--- src/rtl/fuzz_stim_sequencer.sv ---
// rtl/fuzz_stim_sequencer.sv - LCG stimulus sequencer for the fuzz DUT; FUZZ_SIG_EN adds a response signature
`timescale 1ns/1ps

module fuzz_stim_sequencer #(
    parameter int IN_W    = 135,
    parameter int OUT_W   = 159,
    parameter int CNT_W   = 32,
    parameter int RST_CYC = 2
) (
    input  logic             clk,
    input  logic             rst,
    input  logic             start,
    input  logic             abort,
    input  logic [31:0]      cfg_seed,
    input  logic [CNT_W-1:0] cfg_cycles,
    input  logic [OUT_W-1:0] out_flat,
    output logic [IN_W-1:0]  in_flat,
    output logic             dut_rst_n,
    output logic             dut_ce,
    output logic             busy,
    output logic             done,
`ifdef FUZZ_SIG_EN
    output logic [CNT_W-1:0] vec_count,
    output logic [31:0]      sig
`else
    output logic [CNT_W-1:0] vec_count
`endif
);

    localparam int NW   = (IN_W + 31) / 32;
    localparam int WI_W = (NW > 1) ? $clog2(NW) : 1;
    localparam int RC_W = (RST_CYC > 1) ? $clog2(RST_CYC) : 1;
    localparam logic [WI_W-1:0] LAST_WORD = WI_W'(NW - 1);
    localparam logic [RC_W-1:0] LAST_RST  = RC_W'(RST_CYC - 1);
    localparam logic [31:0]     LCG_MUL   = 32'h41C64E6D;
    localparam logic [31:0]     LCG_INC   = 32'h00003039;

    typedef enum logic [2:0] {S_IDLE, S_RESET, S_GEN, S_APPLY, S_DONE} state_t;

    state_t           state_q, state_d;
    logic [31:0]      rng_q, rng_d, rng_nxt;
    logic [CNT_W-1:0] n_q, n_d;
    logic [CNT_W-1:0] vec_count_q, vec_count_d, vec_inc;
    logic [IN_W-1:0]  shadow_q, shadow_d;
    logic [IN_W-1:0]  in_flat_q, in_flat_d;
    logic [WI_W-1:0]  word_q, word_d;
    logic [RC_W-1:0]  rst_cnt_q, rst_cnt_d;
    logic             dut_rst_n_q, dut_rst_n_d;
    logic             dut_ce_q, dut_ce_d;
    logic             busy_q, busy_d;
    logic             done_q, done_d;

`ifdef FUZZ_SIG_EN
    logic [31:0] sig_q, sig_d, fold;

    // Fold the whole response into one word: bit i lands in lane i mod 32
    always_comb begin
        fold = '0;
        for (int i = 0; i < OUT_W; i++) begin
            fold[i % 32] = fold[i % 32] ^ out_flat[i];
        end
    end
`else
    logic unused_out_flat;
    assign unused_out_flat = ^out_flat;
`endif

    // Next-state, datapath and registered-output computation
    always_comb begin
        rng_nxt     = rng_q * LCG_MUL + LCG_INC;
        vec_inc     = vec_count_q + CNT_W'(1);
        state_d     = state_q;
        rng_d       = rng_q;
        n_d         = n_q;
        vec_count_d = vec_count_q;
        shadow_d    = shadow_q;
        in_flat_d   = in_flat_q;
        word_d      = word_q;
        rst_cnt_d   = rst_cnt_q;
`ifdef FUZZ_SIG_EN
        sig_d       = sig_q;
`endif
        if (abort) begin
            // abort freezes counters and signature; only the state returns to IDLE
            state_d = S_IDLE;
        end else begin
            case (state_q)
                S_IDLE: begin
                    if (start) begin
                        rng_d       = cfg_seed;
                        n_d         = cfg_cycles;
                        vec_count_d = '0;
                        word_d      = '0;
                        rst_cnt_d   = '0;
`ifdef FUZZ_SIG_EN
                        sig_d       = '0;
`endif
                        state_d     = S_RESET;
                    end
                end
                S_RESET: begin
                    if (rst_cnt_q == LAST_RST) begin
                        state_d = (n_q == '0) ? S_DONE : S_GEN;
                    end else begin
                        rst_cnt_d = rst_cnt_q + RC_W'(1);
                    end
                end
                S_GEN: begin
                    rng_d = rng_nxt;
                    for (int i = 0; i < IN_W; i++) begin
                        if (word_q == WI_W'(i / 32)) begin
                            shadow_d[i] = rng_nxt[i % 32];
                        end
                    end
                    if (word_q == LAST_WORD) begin
                        // publish the full vector together with the ce pulse
                        word_d    = '0;
                        in_flat_d = shadow_d;
                        state_d   = S_APPLY;
                    end else begin
                        word_d = word_q + WI_W'(1);
                    end
                end
                S_APPLY: begin
                    vec_count_d = vec_inc;
`ifdef FUZZ_SIG_EN
                    sig_d       = {sig_q[30:0], sig_q[31]} ^ fold;
`endif
                    state_d     = (vec_inc == n_q) ? S_DONE : S_GEN;
                end
                S_DONE:  state_d = S_IDLE;
                default: state_d = S_IDLE;
            endcase
        end
        dut_rst_n_d = (state_d == S_GEN) || (state_d == S_APPLY) || (state_d == S_DONE);
        dut_ce_d    = (state_d == S_APPLY);
        busy_d      = (state_d == S_RESET) || (state_d == S_GEN) || (state_d == S_APPLY);
        done_d      = (state_d == S_DONE);
    end

    // Single register stage for state, datapath and outputs
    always_ff @(posedge clk) begin
        if (rst) begin
            state_q     <= S_IDLE;
            rng_q       <= '0;
            n_q         <= '0;
            vec_count_q <= '0;
            shadow_q    <= '0;
            in_flat_q   <= '0;
            word_q      <= '0;
            rst_cnt_q   <= '0;
            dut_rst_n_q <= 1'b0;
            dut_ce_q    <= 1'b0;
            busy_q      <= 1'b0;
            done_q      <= 1'b0;
`ifdef FUZZ_SIG_EN
            sig_q       <= '0;
`endif
        end else begin
            state_q     <= state_d;
            rng_q       <= rng_d;
            n_q         <= n_d;
            vec_count_q <= vec_count_d;
            shadow_q    <= shadow_d;
            in_flat_q   <= in_flat_d;
            word_q      <= word_d;
            rst_cnt_q   <= rst_cnt_d;
            dut_rst_n_q <= dut_rst_n_d;
            dut_ce_q    <= dut_ce_d;
            busy_q      <= busy_d;
            done_q      <= done_d;
`ifdef FUZZ_SIG_EN
            sig_q       <= sig_d;
`endif
        end
    end

    assign in_flat   = in_flat_q;
    assign dut_rst_n = dut_rst_n_q;
    assign dut_ce    = dut_ce_q;
    assign busy      = busy_q;
    assign done      = done_q;
    assign vec_count = vec_count_q;
`ifdef FUZZ_SIG_EN
    assign sig       = sig_q;
`endif

endmodule
--- config.mk ---
export PLATFORM = sky130hd
export DESIGN_NAME = fuzz_stim_sequencer
export DESIGN_NICKNAME = d
export VERILOG_FILES = /design/src/rtl/fuzz_stim_sequencer.sv
export SDC_FILE = /design/constraint.sdc
export NUM_CORES = 1
export LEC_CHECK = 0
export ABC_CLOCK_PERIOD_IN_PS = 6300
export CAP_MARGIN = 20
export CORE_MARGIN = 2
export CORE_UTILIZATION = 45
export DETAILED_ROUTE_END_ITERATION = 12
export PLACE_DENSITY = 0.79
export SYNTH_ARGS = -nofsm -noshare
export SYNTH_HDL_FRONTEND = slang
export SYNTH_SLANG_ARGS = --single-unit
--- constraint.sdc ---
create_clock -name clk -period 6.3 [get_ports clk]
set_input_delay 0.63 -clock clk [delete_from_list [all_inputs] [get_ports clk]]
set_output_delay 0.63 -clock clk [all_outputs]
set_load 0.03 [all_outputs]
# Word level (Yosys, flattened, before mapping)
# Index checks and enable logic that the tools add are counted.
# Widths: inputs -> output; s select.
[word_totals]
reg_bits = 377
in_bits = 227
[classes]
addsub = 4
mul = 1
eq_ne = 13
muxes = 152
n_bitwise = 1
n_reduce_logical = 16
[ops]
columns = ["op", "count"]
rows = [
  ["$mux 1", 137],
  ["$pmux 32 s2", 2],
  ["$mux 32", 2],
  ["$add 32x1->32 const B", 1],
  ["$add 32x14->32 const B", 1],
  ["$eq 32x32->1", 1],
  ["$logic_not 32->1", 1],
  ["$mul 32x31->32 const B", 1],
  ["$mux 3", 8],
  ["$eq 3x2->1 const B", 6],
  ["$reduce_and 3->1", 5],
  ["$pmux 3 s4", 1],
  ["$eq 3x1->1 const B", 3],
  ["$eq 3x3->1 const B", 2],
  ["$logic_not 3->1", 2],
  ["$pmux 3 s2", 1],
  ["$reduce_bool 2->1", 3],
  ["$logic_or 1x1->1", 4],
  ["$add 3x1->3 const B", 1],
  ["$ne 2x2->1 const B", 1],
  ["$pmux 1 s2", 1],
  ["$reduce_and 2->1", 1],
  ["$add 1x1->1 const B", 1],
  ["$not 1->1", 1],
]

# Longest topological paths before layout
[logic_depth]
depth_word = 8
depth_mapped = 29
mapped_depth_nobuf = 26

# Worst setup path before layout
# Ideal clock, no wire load.
[synth_path]
kind = "reg-to-reg"
startpoint = "register rng_q[0]"
endpoint = "register in_flat_q[120], in the netlist in_flat[120]"
setup_ps = 59
t_arrival_ps = 6694
slack_ps = -453
path_stages_with_launch = 28
n_path_buf = 3
period_less_slack_ps = 6753
cell_sequence = "dfxtp_1 clkbuf_1 inv_1 ha_1 clkbuf_1 inv_1 ha_1 inv_1 fa_1 fa_1 inv_1 ha_1 inv_1 fa_1 inv_1 fa_1 fa_1 ha_1 clkdlybuf4s15_2 a21oi_1 o21ai_0 a2111oi_2 a21oi_2 o31ai_2 a22oi_2 xnor2_2 a2111oi_2 a31o_1"
[synth_between]
elab_chain_cells = 3
[synth_lines]
columns = ["item", "line", "text"]
rows = [
  ["start, declared", "41", "logic [31:0] rng_q, rng_d, rng_nxt;"],
  ["start signal, assigned", "161", "rng_q <= rng_d;"],
  ["$mul 32x31->32", "70", "rng_nxt = rng_q * LCG_MUL + LCG_INC;"],
  ["$add 32x14->32", "70", ""],
  ["$mux 1", "111", "if (word_q == WI_W'(i / 32)) begin"],
  ["end signal, assigned", "165", "in_flat_q <= in_flat_d;"],
  ["end, declared", "45", "logic [IN_W-1:0] in_flat_q, in_flat_d;"],
]
# No other way between the ends.
# A chain may end at the register's enable or synchronous reset.

# Final worst setup path
[layout_path]
startpoint = "register rng_q[12]"
endpoint = "register shadow_q[31]"
[layout_between]
elab_chain_cells = 3
[layout_lines]
columns = ["item", "line", "text"]
rows = [
  ["$mul 32x31->32", "70", ""],
  ["$add 32x14->32", "70", ""],
  ["$mux 1", "111", ""],
  ["end signal, assigned", "164", "shadow_q <= shadow_d;"],
  ["end, declared", "44", "logic [IN_W-1:0] shadow_q, shadow_d;"],
]
# No other way between the ends.

==> impl_metrics.csv <==
group,metric,value,unit
run_status,run_status,"finished with violations",
run_status,violations,"setup timing",
timing,setup_tns,-8.80,ns
cts,clkSinkCount,370,
synthesis,synthFlopType,"dfxtp_1",
drt,drtIter0Drc,2184,
setup_path,path_buf_inv,7,
flow_run,maxCapViolCount,0,
setup_path,path_max_fanout,5,
power,total_power,0.0141,W
floorplanning,die_area,0.0559,sq mm
power,power_frac_clock,0.177,
synthesis,postSynthAreaPerCell,8.36,sq um
timing,relSlewSlack,0.212,
synthesis,synth_warnings,0,
setup_path,crit_path_top_delay_cell,"fa_2",
place,place_area,0.0287,sq mm
synthesis,synth_seq_cells,370,
drt,wire_per_inst,20.7,microns
synthesis,yosysSeqAreaShare,0.305,
setup_path,startpoint_type,"flop",
global_route,first_global_vias,21624,
finish,fill_cells,4241,
place,hpwl,57.0,mm
floorplanning,rows,85,
synthesis,yosysTopAreaCell,"dfxtp_1",
worst_hold_path,hold_path.class,"flop to flop",
finish,synthToLayoutAreaGrowth,32.5,%
place,dpl_worst_slack,-0.497,ns
timing,finalCritPeriodShare,1.05,
synthesis,synthDistinctLibCells,85,
place,gp_congestion,0.984,
drt,vias_per_cell,5.59,
setup_path,cpPeakStageDelay,0.59,ns
synthesis,synth_nets,3535,
timing,final_max_slew_viol_count,0,
synthesis,synth.area.top_cells,"dfxtp_1 30%, fa_1 15%, ha_1 11%, nand2_1 7.5%, a21oi_1 7.1%",
power,leakage,13.2,nW
global_route,grt_overflow_total,0,
setup_path,rr_worst_depth,25,
floorplanning,die_w,236,microns
finish,fin_nets,3913,
synthesis,synth_top_cell_area_share,0.305,
power,p_seq_frac,0.170,
setup_path,critPathCaptureType,"flop",
synthesis,synth_area,0.0243,sq mm
setup_path,path_depth,25,
cts,ctsHtreeMaxLevel,2,
cts,cts_tree,"done",
power,p_int,0.00803,W
timing,rsz0062_at_grt,"true",
setup_path,critical_path_class,"flop to flop",
timing,fin_ws,-0.327,ns
setup_path,cp_common_cell,"fa_1",
timing,setup-violations-final,66,
timing,min_period,6.63,ns
finish,final_cell_mix,"464 x nand2_1, 374 x inv_1, 349 x dfxtp_1",
power,comb_power_share,0.653,
power,ir_drop,0.000540,V
place,port_buffers,238,
drt,first_pass_iters,6,
worst_hold_path,min_path_cells,2,
floorplanning,fp.dieH,236,microns
global_route,antenna_found_initial,10,
drt,num_vias,22476,
cts,clk_latency,0.57,ns
synthesis,synth_enable_flop_cells,0,
floorplanning,start_util,0.454,
finish,mostFrequentLayoutCell,"nand2_1",
cts,clockBufferDepth,3,
global_route,grt_max_degree,224,
cts,clk_pin_slew,0.07,ns
global_route,track_usage,0.278,
cts,hold_buffers,0,
global_route,grt_pass1_wl,121,mm
finish,seqCellArea,0.00747,sq mm
floorplanning,core,0.0536,sq mm
timing,max_freq,151,MHz
power,p_sw_frac,0.431,
setup_path,path_delay_family,"adder cells",
drt,ant_nets,0,
power,power.switching,0.00607,W
setup_path,required,6.77,ns
cts,cts_root_buf,"clkbuf_16",
finish,multi_input_comb_area,0.0162,sq mm
timing,final_hold_viol_count,0,
power,p_per_area,437,mW/mm^2
cts,numCtsBuffers,40,
drt,drt-total-wl,83.0,mm
drt,drc,0,
setup_path,cp.arrival,7.10,ns
finish,drive_above_1_share,0.193,
synthesis,async_flop_share,0,
timing,worst_pin_slew,1.18,ns
floorplanning,pin_count,398,
finish,post-route-util,0.602,
finish,final_cell_area,0.0322,sq mm
timing,finClkSkew,0.0209,ns
synthesis,synthCells,2909,
[path summary, 6_finish.rpt]
kind	startpoint	endpoint	slack (ns)
setup / recovery	rng_q[12]	shadow_q[31]	-0.33
hold / removal	shadow_q[26]	in_flat[26]	0.44
setup reg to reg	rng_q[12]	shadow_q[31]	-0.33
hold reg to reg	shadow_q[26]	in_flat[26]	0.44
[power groups by stage]
stage	Clock, W	Combinational (W)	Sequential (W)
after floorplan	0	0.00287	0.00244
after global placement	0	0.00620	0.00244
after detailed placement	0	0.00629	0.00244
after CTS	0.00252	0.00763	0.00239
after global routing	0.00261	0.00952	0.00239
final	0.00250	0.00921	0.00239
[layout make-up]
cell class | instances | area share
multi-input cells | 1960 | 0.503
flip-flops and latches | 370 | 0.232
inverters | 415 | 0.0483
clock inverters | 17 | 0.00675
well taps | 696 | 0.0270
clock buffers | 56 | 0.0361
diodes | 5 | 0.000388
repair buffers | 500 | 0.147
[tightest hold or removal path, stage by stage, from the launching register on]
cell and delay, ns:
dfxtp_1 0.31, nand2_1 0.05, a21oi_1 0.05
[timing repair]
| item | in CTS | in global routing |
|---|---|---|
| buffers inserted | 29 | 20 |
| setup endpoints to repair | 90 | 109 |
| pin swaps | 127 | 100 |
| gates resized for setup | 210 | 171 |
[state kept, by name, indices dropped and copies added (netlist names)]
signal     count
in_flat      135
shadow_q     128
n_q           32
rng_q         32
vec_count     32
state_q        3
word_q         3
busy           1
done           1
dut_ce         1
dut_rst_n      1
rst_cnt_q      1
[metal layers]
| layer | routed length, microns | track usage | share of wire | vias to the layer above |
|---|---|---|---|---|
| li1 | - | - | - | 10212 |
| met1 | 31300 | 0.345 | 0.38 | 10880 |
| met2 | 38900 | 0.451 | 0.47 | 1094 |
| met3 | 7300 | 0.0616 | 0.088 | 280 |
| met4 | 5460 | 0.155 | 0.066 | 10 |
| met5 | 55 | 0 | 0.00066 | - |
[cell usage after synthesis, types with 22 or more instances]
| master | number |
|---|---|
| dfxtp_1 | 370 |
| inv_1 | 415 |
| nand2_1 | 487 |
| xnor2_1 | 74 |
| fa_1 | 187 |
| nand3_1 | 29 |
| nand4_1 | 22 |
| a211oi_1 | 68 |
| xor2_1 | 30 |
| nor3_1 | 26 |
| o21ai_0 | 52 |
| ha_1 | 212 |
| a21oi_1 | 345 |
| clkbuf_1 | 129 |
| nor2_1 | 205 |
[stage by stage]
stage	hold slack [ns]	instances
after global routing	0.456	4015
after global placement	0.438	3896
after detailed placement	0.442	3898
after CTS	0.435	3995
final	0.439	4019
after floorplan	0.431	2909
[kinds of logic (layout without fill, tap and decap cells)]
logic type,count (synthesis),in the layout,share of synthesized area
muxes,14,14,0.00602
DFF,370,370,0.305
xor gates and xnor gates,105,105,0.0381
adders and majority gates,399,399,0.263
and+or+nand+nor,864,864,0.153
buffers and inverters,579,988,0.0934
other,0,5,0
AOI/OAI and AO/OA,578,578,0.142
(Power assumes the default switching activity.)
